[config.mk]
export PLATFORM = sky130hd
export DESIGN_NAME = mult_unit
export DESIGN_NICKNAME = d
export VERILOG_FILES = /design/src/rtl/mult_unit.sv
export SDC_FILE = /design/constraint.sdc
export NUM_CORES = 1
export LEC_CHECK = 0
export ABC_AREA = 1
export CORE_MARGIN = 3
export CORE_UTILIZATION = 49
export CTS_BUF_LIST = sky130_fd_sc_hd__clkbuf_2 sky130_fd_sc_hd__clkbuf_4 sky130_fd_sc_hd__clkbuf_8
export DETAILED_ROUTE_END_ITERATION = 8
export PLACE_DENSITY = 0.79
export SYNTH_ARGS = -nofsm -noshare
export SYNTH_HDL_FRONTEND = slang
export SYNTH_HIERARCHICAL = 1
export SYNTH_SLANG_ARGS = --single-unit
[constraint.sdc]
create_clock -name clk -period 12.5 [get_ports clk]
set_input_delay 3.75 -clock clk [delete_from_list [all_inputs] [get_ports clk]]
set_output_delay 3.75 -clock clk [all_outputs]
set_load 0.02 [all_outputs]
[src/rtl/mult_unit.sv]
// mult_unit: fixed-latency shift-add multiplier (WIDTH RUN steps, then FIXUP, then DONE).
// Define MULT_SIGNED_EN to honour is_signed via magnitude capture and a FIXUP negate.
module full_adder (
    input  logic x,
    input  logic y,
    input  logic ci,
    output logic s,
    output logic co
);
    assign s  = x ^ y ^ ci;
    assign co = (x & y) | (ci & (x ^ y));
endmodule

module mult_unit #(
    parameter int WIDTH = 32
) (
    input  logic             clk,
    input  logic             reset,
    input  logic             start,
    input  logic             is_signed,
    input  logic [WIDTH-1:0] a,
    input  logic [WIDTH-1:0] b,
    output logic             busy,
    output logic             done,
    output logic [WIDTH-1:0] hi,
    output logic [WIDTH-1:0] lo
);
    localparam int CW = $clog2(WIDTH + 1);
    typedef enum logic [1:0] {IDLE, RUN, FIXUP, DONE} state_t;
    state_t             state_q;
    logic [CW-1:0]      cnt_q;
    logic [WIDTH-1:0]   mcand_q, addend, sum, mag_a, mag_b, hi_q, lo_q;
    logic [WIDTH:0]     carry;
    logic [2*WIDTH-1:0] acc_q, acc_d, res;
    logic               neg_q, neg_d, busy_q, done_q;

    assign addend   = acc_q[0] ? mcand_q : '0;
    assign carry[0] = 1'b0;
    genvar i;
    generate
        for (i = 0; i < WIDTH; i++) begin : g_fa
            full_adder u_fa (
                .x (acc_q[WIDTH+i]),
                .y (addend[i]),
                .ci(carry[i]),
                .s (sum[i]),
                .co(carry[i+1])
            );
        end
    endgenerate
    // carry-out becomes the new MSB, so the shift never loses the top bit
    assign acc_d = {carry[WIDTH], sum, acc_q[WIDTH-1:1]};
    assign res   = neg_q ? -acc_q : acc_q;
`ifdef MULT_SIGNED_EN
    assign mag_a = (is_signed && a[WIDTH-1]) ? -a : a;
    assign mag_b = (is_signed && b[WIDTH-1]) ? -b : b;
    assign neg_d = is_signed && (a[WIDTH-1] ^ b[WIDTH-1]);
`else
    logic unused_sign;
    assign unused_sign = is_signed;
    assign mag_a       = a;
    assign mag_b       = b;
    assign neg_d       = 1'b0;
`endif

    always_ff @(posedge clk) begin
        if (reset) begin
            state_q <= IDLE;
            cnt_q   <= '0;
            mcand_q <= '0;
            acc_q   <= '0;
            neg_q   <= 1'b0;
            busy_q  <= 1'b0;
            done_q  <= 1'b0;
            hi_q    <= '0;
            lo_q    <= '0;
        end else begin
            case (state_q)
                IDLE, DONE: begin
                    done_q <= 1'b0;
                    busy_q <= start;
                    if (start) begin
                        mcand_q <= mag_a;
                        acc_q   <= {{WIDTH{1'b0}}, mag_b};
                        neg_q   <= neg_d;
                        cnt_q   <= CW'(WIDTH);
                        state_q <= RUN;
                    end else begin
                        state_q <= IDLE;
                    end
                end
                RUN: begin
                    acc_q <= acc_d;
                    cnt_q <= cnt_q - CW'(1);
                    if (cnt_q == CW'(1)) state_q <= FIXUP;
                end
                FIXUP: begin
                    {hi_q, lo_q} <= res;
                    busy_q       <= 1'b0;
                    done_q       <= 1'b1;
                    state_q      <= DONE;
                end
                default: state_q <= IDLE;
            endcase
        end
    end

    assign busy = busy_q;
    assign done = done_q;
    assign hi   = hi_q;
    assign lo   = lo_q;
endmodule

Yosys cells after proc, flatten, opt, wreduce, memory -nomap -nowiden

Cells that the tools add are included.

Register bits after elaboration: 170
Latch bits: 0
Memory bits (writable): 0
Memory bits (read-only): 0
Bits of input ports: 68
Output and inout port bits: 66
Memories: 0

Add/sub/neg operators: 1
Multiply operators: 0
Divide/modulo/power cells: 0
Magnitude comparators: 0
Equal/unequal tests: 6
Shift operators: 0
Multiplexer cells: 10
Bitwise gates (word level): 157
Reductions and logical operators: 6

Operators with widths:

| operator              | count |
|---|---|
| $pmux W64 S2          | 1 |
| $mux W64              | 1 |
| $and A1 B1 Y1         | 63 |
| $xor A1 B1 Y1         | 63 |
| $mux W32              | 1 |
| $or A1 B1 Y1          | 31 |
| $pmux W6 S2           | 1 |
| $eq A6 B1 Y1 const B  | 1 |
| $mux W6               | 1 |
| $pmux W2 S3           | 1 |
| $sub A6 B1 Y6 const B | 1 |
| $eq A2 B2 Y1 const B  | 2 |
| $ne A2 B2 Y1 const B  | 2 |
| $pmux W1 S2           | 2 |
| $reduce_and A2 Y1     | 2 |
| $reduce_bool A2 Y1    | 2 |
| $eq A2 B1 Y1 const B  | 1 |
| $logic_not A2 Y1      | 1 |
| $mux W2               | 1 |
| $reduce_or A2 Y1      | 1 |
| $mux W1               | 1 |

Logic depth before layout (Yosys ltp)

Word-level depth: 65
Mapped depth: 38

Hierarchy

The synthesis kept the hierarchy.

By module, submodules not included:

| module     | times used | cells an instance | area an instance (um2) | seq. area each (um2) |
|---|---|---|---|---|
| mult_unit  | 1          | 876               | 6,502.5                | 3,403.3 |
| full_adder | 32         | 1                 | 20.0                   | 0.0 |

Worst setup path after synthesis

OpenSTA, ideal clock, no wires.

Kind: register to register
From: register acc_q[0]
To: register acc_q[62]
Library setup time: 0.070 ns
Arrival: 13.197 ns
Required time: 12.430 ns
Setup slack: -0.767 ns
Stages on the path, launching flop included: 39
Buffers on the path: 2
Clock period less this slack: 13.267 ns
Cells stage by stage: dfxtp_1 clkbuf_1 clkbuf_1 nand2_1 inv_1 fa_1 fa_1 fa_1 fa_1 fa_1 fa_1 fa_1 fa_1 fa_1 fa_1 fa_1 fa_1 fa_1 [3 not listed] fa_1 fa_1 fa_1 fa_1 fa_1 fa_1 fa_1 fa_1 fa_1 fa_1 fa_1 fa_1 fa_1 fa_1 fa_1 fa_1 nand2_1 a21oi_1

Word-level cells in the longest chain between the ends: 64
Elaborated cells on any way between the ends: 125
Those cells by class: 2 x mux; 123 x bitwise

RTL lines:

| item                   | RTL line | RTL |
|---|---|---|
| start, declared        | 34       | `logic [2*WIDTH-1:0] acc_q, acc_d, res;` |
| start signal, assigned | 84       | `acc_q <= {{WIDTH{1'b0}}, mag_b};` |
| $mux W32               | 37       | `assign addend = acc_q[0] ? mcand_q : '0;` |
| named net addend[0]    | 32       | `logic [WIDTH-1:0] mcand_q, addend, sum, mag_a, mag_b, hi_q, lo_q;` |
| $and A1 B1 Y1          | 11       | `assign co = (x & y) \| (ci & (x ^ y));` |
| named net carry[1]     | 33       | `logic [WIDTH:0] carry;` |
| $and A1 B1 Y1          | 11       |  |
| $or A1 B1 Y1           | 11       |  |
| named net carry[2]     | 33       |  |
| $and A1 B1 Y1          | 11       |  |
| [1 not listed]         | -        |  |
| named net carry[3]     | 33       |  |
| [2 not listed]         | -        |  |
| named net carry[4]     | 33       |  |
| [2 not listed]         | -        |  |
| named net carry[5]     | 33       |  |
| [2 not listed]         | -        |  |
| named net carry[6]     | 33       |  |
| [2 not listed]         | -        |  |
| named net carry[7]     | 33       |  |
| [2 not listed]         | -        |  |
| named net carry[8]     | 33       |  |
| [2 not listed]         | -        |  |
| named net carry[9]     | 33       |  |
| [2 not listed]         | -        |  |
| named net carry[10]    | 33       |  |
| [2 not listed]         | -        |  |
| named net carry[11]    | 33       |  |
| [2 not listed]         | -        |  |
| named net carry[12]    | 33       |  |
| [2 not listed]         | -        |  |
| named net carry[13]    | 33       |  |
| [2 not listed]         | -        |  |
| named net carry[14]    | 33       |  |
| [2 not listed]         | -        |  |
| named net carry[15]    | 33       |  |
| [2 not listed]         | -        |  |
| named net carry[16]    | 33       |  |
| [2 not listed]         | -        |  |
| named net carry[17]    | 33       |  |
| [2 not listed]         | -        |  |
| named net carry[18]    | 33       |  |
| [2 not listed]         | -        |  |
| named net carry[19]    | 33       |  |
| [2 not listed]         | -        |  |
| named net carry[20]    | 33       |  |
| [2 not listed]         | -        |  |
| named net carry[21]    | 33       |  |
| [2 not listed]         | -        |  |
| named net carry[22]    | 33       |  |
| [2 not listed]         | -        |  |
| named net carry[23]    | 33       |  |
| [2 not listed]         | -        |  |
| named net carry[24]    | 33       |  |
| [2 not listed]         | -        |  |
| named net carry[25]    | 33       |  |
| [2 not listed]         | -        |  |
| named net carry[26]    | 33       |  |
| [2 not listed]         | -        |  |
| named net carry[27]    | 33       |  |
| [2 not listed]         | -        |  |
| named net carry[28]    | 33       |  |
| [2 not listed]         | -        |  |
| named net carry[29]    | 33       |  |
| [1 not listed]         | -        |  |
| $or A1 B1 Y1           | 11       |  |
| named net carry[30]    | 33       |  |
| $and A1 B1 Y1          | 11       |  |
| $or A1 B1 Y1           | 11       |  |
| named net carry[31]    | 33       |  |
| $xor A1 B1 Y1          | 10       | `assign s = x ^ y ^ ci;` |
| named net acc_d[62]    | 34       |  |
| $pmux W64 S2           | 78       | `case (state_q)` |

The timed path passes the listed nets, and every way through them passes these cells.
A chain may end at the register's enable or synchronous reset.

Worst setup path in the final report

From: register mcand_q[0]
To: register acc_q[62]

Word-level cells in the longest chain between the ends: 64

RTL lines:

| item                   | RTL line | RTL |
|---|---|---|
| start, declared        | 32       |  |
| start signal, assigned | 83       | `mcand_q <= mag_a;` |
| $mux W32               | 37       |  |
| named net addend[0]    | 32       |  |
| $and A1 B1 Y1          | 11       |  |
| named net carry[1]     | 33       |  |
| $and A1 B1 Y1          | 11       |  |
| $or A1 B1 Y1           | 11       |  |
| named net carry[2]     | 33       |  |
| $and A1 B1 Y1          | 11       |  |
| [1 not listed]         | -        |  |
| named net carry[3]     | 33       |  |
| [2 not listed]         | -        |  |
| named net carry[4]     | 33       |  |
| [2 not listed]         | -        |  |
| named net carry[5]     | 33       |  |
| [2 not listed]         | -        |  |
| named net carry[6]     | 33       |  |
| [2 not listed]         | -        |  |
| named net carry[7]     | 33       |  |
| [2 not listed]         | -        |  |
| named net carry[8]     | 33       |  |
| [2 not listed]         | -        |  |
| named net carry[9]     | 33       |  |
| [2 not listed]         | -        |  |
| named net carry[10]    | 33       |  |
| [2 not listed]         | -        |  |
| named net carry[11]    | 33       |  |
| [2 not listed]         | -        |  |
| named net carry[12]    | 33       |  |
| [2 not listed]         | -        |  |
| named net carry[13]    | 33       |  |
| [2 not listed]         | -        |  |
| named net carry[14]    | 33       |  |
| [2 not listed]         | -        |  |
| named net carry[15]    | 33       |  |
| [2 not listed]         | -        |  |
| named net carry[16]    | 33       |  |
| [2 not listed]         | -        |  |
| named net carry[17]    | 33       |  |
| [2 not listed]         | -        |  |
| named net carry[18]    | 33       |  |
| [2 not listed]         | -        |  |
| named net carry[19]    | 33       |  |
| [2 not listed]         | -        |  |
| named net carry[20]    | 33       |  |
| [2 not listed]         | -        |  |
| named net carry[21]    | 33       |  |
| [2 not listed]         | -        |  |
| named net carry[22]    | 33       |  |
| [2 not listed]         | -        |  |
| named net carry[23]    | 33       |  |
| [2 not listed]         | -        |  |
| named net carry[24]    | 33       |  |
| [2 not listed]         | -        |  |
| named net carry[25]    | 33       |  |
| [2 not listed]         | -        |  |
| named net carry[26]    | 33       |  |
| [2 not listed]         | -        |  |
| named net carry[27]    | 33       |  |
| [2 not listed]         | -        |  |
| named net carry[28]    | 33       |  |
| [2 not listed]         | -        |  |
| named net carry[29]    | 33       |  |
| [1 not listed]         | -        |  |
| $or A1 B1 Y1           | 11       |  |
| named net carry[30]    | 33       |  |
| $and A1 B1 Y1          | 11       |  |
| $or A1 B1 Y1           | 11       |  |
| named net carry[31]    | 33       |  |
| $xor A1 B1 Y1          | 10       |  |
| named net acc_d[62]    | 34       |  |
| $pmux W64 S2           | 78       |  |

The timed path passes the listed nets, and every way through them passes these cells.

==> run_summary.xml <==
<?xml version="1.0" encoding="UTF-8"?>
<metrics>
  <group name="outcome">
    <metric name="outcome" unit="">finished, final reports clean</metric>
  </group>
  <group name="critical_path">
    <metric name="critPathRequiredTime" unit="ns">12.90</metric>
    <metric name="timing.critical_path.from_type" unit="">register</metric>
    <metric name="timing.critical_path.fanout_max" unit="">2</metric>
    <metric name="worstSetupPathType" unit="">register to register</metric>
    <metric name="critPathMaxStageDelay" unit="ns">0.48</metric>
    <metric name="ff2ff_path_depth" unit="">36</metric>
    <metric name="cp_data_arrival_time" unit="ns">12.52</metric>
    <metric name="critical-path-slowest-cell" unit="">sky130_fd_sc_hd__fa_1</metric>
    <metric name="crit_top_cell" unit="">sky130_fd_sc_hd__fa_2</metric>
    <metric name="endpoint_kind" unit="">register</metric>
  </group>
  <group name="drt">
    <metric name="drc" unit="">0</metric>
    <metric name="num_vias" unit="">6066</metric>
    <metric name="via_density_per_instance" unit="">5.09</metric>
    <metric name="dr.first_iter.drc_count" unit="">381</metric>
    <metric name="drt_wl_total" unit="mm">16.3</metric>
    <metric name="antenna_left" unit="">0</metric>
    <metric name="dr.pass1.iters" unit="">4</metric>
    <metric name="route.detailed.wl_per_inst" unit="microns">13.7</metric>
  </group>
  <group name="place">
    <metric name="place.port_buffers" unit="">132</metric>
    <metric name="dpl_cell_area" unit="sq um">8510</metric>
    <metric name="place_inst" unit="">1160</metric>
    <metric name="hpwlAfterDp" unit="mm">10.3</metric>
    <metric name="gpl.final_weighted_congestion" unit="">0.788</metric>
  </group>
  <group name="logic_synthesis">
    <metric name="synth_seq_cells" unit="">170</metric>
    <metric name="synth.avg_cell_area" unit="sq um">7.87</metric>
    <metric name="synthCells" unit="">908</metric>
    <metric name="synth_area_leaders" unit="">sky130_fd_sc_hd__dfxtp_1, sky130_fd_sc_hd__nor2_1, sky130_fd_sc_hd__o21ai_0</metric>
    <metric name="ys_warn_count" unit="">6</metric>
    <metric name="synth_largest_type_area_fraction" unit="">0.476</metric>
    <metric name="synth_nets" unit="">1013</metric>
    <metric name="seq_area_frac_synth" unit="">0.476</metric>
    <metric name="synth.lib_cells_used.distinct" unit="">21</metric>
    <metric name="syn_area" unit="sq um">7140</metric>
    <metric name="synthDominantAreaCellType" unit="">sky130_fd_sc_hd__dfxtp_1</metric>
  </group>
  <group name="worst_hold_path">
    <metric name="worst_hold_path.num_cells" unit="">2</metric>
    <metric name="worst_hold_path_type" unit="">register to register</metric>
  </group>
  <group name="floorplanning">
    <metric name="die_w" unit="microns">127</metric>
    <metric name="dieHeight" unit="microns">127</metric>
    <metric name="initial_utilization" unit="">0.507</metric>
    <metric name="std_cell_rows" unit="">43</metric>
    <metric name="boundaryPins" unit="">134</metric>
    <metric name="design.core.area" unit="sq um">14100</metric>
    <metric name="fp.dieArea" unit="sq um">16100</metric>
  </group>
  <group name="pwr">
    <metric name="finalPower" unit="W">0.00209</metric>
    <metric name="power_density" unit="nW/um^2">234</metric>
    <metric name="switching_power_share_of_the_total" unit="">0.408</metric>
    <metric name="share_comb_of_total_power" unit="">0.392</metric>
    <metric name="seqPwrFrac" unit="">0.420</metric>
    <metric name="power_report.internal_total" unit="W">0.00124</metric>
    <metric name="p_sw" unit="W">0.000853</metric>
    <metric name="cellLeakagePower" unit="nW">3.85</metric>
    <metric name="worst_ir_drop_vdd" unit="mV">0.149</metric>
    <metric name="share_clk_of_total_power" unit="">0.187</metric>
  </group>
  <group name="clock_tree">
    <metric name="cts.sink_count" unit="">170</metric>
    <metric name="cts-htree-levels" unit="">4</metric>
    <metric name="numCtsBuffers" unit="">17</metric>
    <metric name="max_clock_buf_depth" unit="">2</metric>
    <metric name="tritoncts" unit="">yes</metric>
    <metric name="cts.clk_slew.worst_paths" unit="ns">0.09</metric>
    <metric name="hold_buffers" unit="">0</metric>
    <metric name="cts_root_buffer" unit="">sky130_fd_sc_hd__clkbuf_8</metric>
    <metric name="worstSkewPairLatency" unit="ns">0.47</metric>
  </group>
  <group name="grt">
    <metric name="grt_max_degree" unit="">94</metric>
    <metric name="grt_antenna_before_repair" unit="">0</metric>
    <metric name="grt_pass1_wl" unit="mm">27.7</metric>
    <metric name="track_usage" unit="">0.210</metric>
    <metric name="grt_remaining_overflow" unit="">0</metric>
    <metric name="grt_pass1_vias" unit="">5834</metric>
  </group>
  <group name="flow_run">
    <metric name="drv.max_cap_violation_count" unit="">0</metric>
  </group>
  <group name="timing">
    <metric name="timing_worst_slew_pin_value" unit="ns">1.10</metric>
    <metric name="timing.final.crit_share" unit="">0.970</metric>
    <metric name="max_clock_skew" unit="ns">0.0105</metric>
    <metric name="slew_headroom" unit="">0.268</metric>
    <metric name="timing_hold_violations_final" unit="">0</metric>
    <metric name="final-max-slew-violation-count" unit="">0</metric>
    <metric name="timing.final.setup_violations" unit="">0</metric>
    <metric name="fmax" unit="MHz">82.5</metric>
    <metric name="unrepaired_setup_endpoints_after_global_routing" unit="">false</metric>
    <metric name="timing.final.crit_period" unit="ns">12.12</metric>
    <metric name="final.setup.tns" unit="ns">0</metric>
  </group>
  <group name="cells_and_area">
    <metric name="final_instance_count_without_filler_cells" unit="">1192</metric>
    <metric name="insertedDiodeCount" unit="">0</metric>
    <metric name="final_design_area_excluding_fillers" unit="sq um">8930</metric>
    <metric name="n_fill_cell" unit="">1249</metric>
    <metric name="post-route-util" unit="">0.634</metric>
    <metric name="multiInputGateArea" unit="sq um">3360</metric>
    <metric name="nets" unit="">1104</metric>
    <metric name="register_area" unit="sq um">3400</metric>
    <metric name="syn_to_final_growth" unit="%">25.0</metric>
    <metric name="layout-drive-gt1-share" unit="">0.0731</metric>
  </group>
</metrics>
## repair_timing
action | in CTS | in global routing
resized for setup | 3 | 8
endpoints found under the setup margin | 2 | 3
buffers inserted | 0 | 0
pin swaps | 0 | 1
## power groups by stage
stage               clock [W]  combinational, W  sequential (W)
floorplan                   0          0.000494        0.000941
global placement            0          0.000802        0.000884
detailed placement          0          0.000819        0.000889
CTS                  0.000402          0.000825        0.000879
global route         0.000421          0.000932        0.000909
finish               0.000392          0.000819        0.000879
## worst max-delay path: cells and delay by family, from the launching register on
kind,cells,cell delay [ns]
AND/OR/NAND/NOR,2,0.12
flip-flops,1,0.32
AO/OA/AOI/OAI,1,0.15
buffers and inverters,1,0.06
adder cells (fa/ha/maj),32,11.39
## kinds of logic (layout without fill, tap and decap cells)
kind of cell / after synthesis / count (layout) / synth area share
other cells: 1 / 1 / 0.000525
simple gates: 349 / 349 / 0.185
flops: 170 / 170 / 0.476
compound gates: 235 / 235 / 0.170
fa+ha+maj: 37 / 37 / 0.0984
xor+xnor: 3 / 3 / 0.00368
buf+inv: 113 / 217 / 0.0657
## cells in the final DEF, fill, tap and decap left out, drive strengths merged
cell type and n:
xor2 3, clkbuf 17, ha 5, a31oi 32, nand3 3, clkinvlp 3
inv 50, o21ai 168, conb 1, dfxtp 170, nor2 204, bufinv 2
buf 7, nand4 2, a21oi 35, nand2 140, clkdlybuf4s50 132, fa 32
clkinv 6
## flip-flops by register name (all words and copies together), names as in the netlist
register	cells
cnt_q	6
state_q	2
done	1
hi	32
busy	1
acc_q	64
mcand_q	32
lo	32
## Yosys cell counts (all sizes together)
cell    instances
buf            28
dfxtp         170
clkbuf         39
fa             32
xor2            3
nand4           2
conb            1
nand3           3
nand2         140
a21oi          35
nor2          204
a31oi          32
clkinv          1
inv            45
ha              5
o21ai         168
## metrics by stage
stage / hold WS, ns / setup slack (ns)
4_1_cts: 0.489 / 0.0213
6_report: 0.486 / 0.376
3_3_place_gp: 0.463 / 0.0190
3_5_place_dp: 0.470 / -0.0768
2_1_floorplan: 0.455 / 0.0269
5_1_grt: 0.508 / 0.0470
## area by class of cell
type | instances | share of cell area
multi-input cells | 625 | 0.376
clock inverters | 15 | 0.0185
flip-flops and latches | 170 | 0.381
clock buffers | 17 | 0.0262
well taps | 180 | 0.0252
repair buffers | 139 | 0.154
inverters | 46 | 0.0196
## final timing paths
check	end	startpoint	slack [ns]
hold / removal	mcand_q[2]$_SDFFE_PP0P_	mcand_q[2]$_SDFFE_PP0P_	0.49
hold reg to reg	mcand_q[2]$_SDFFE_PP0P_	mcand_q[2]$_SDFFE_PP0P_	0.49
setup / recovery	acc_q[62]$_SDFFE_PP0P_	mcand_q[0]$_SDFFE_PP0P_	0.38
setup reg to reg	acc_q[62]$_SDFFE_PP0P_	mcand_q[0]$_SDFFE_PP0P_	0.38
## routing by layer
| layer | global-route usage | part of all wire |
|---|---|---|
| met5 | 0 | 0 |
| met4 | 0.0921 | 0.023 |
| met3 | 0.0434 | 0.042 |
| met2 | 0.329 | 0.46 |
| met1 | 0.282 | 0.48 |
Power figures use the tool's default switching activity.
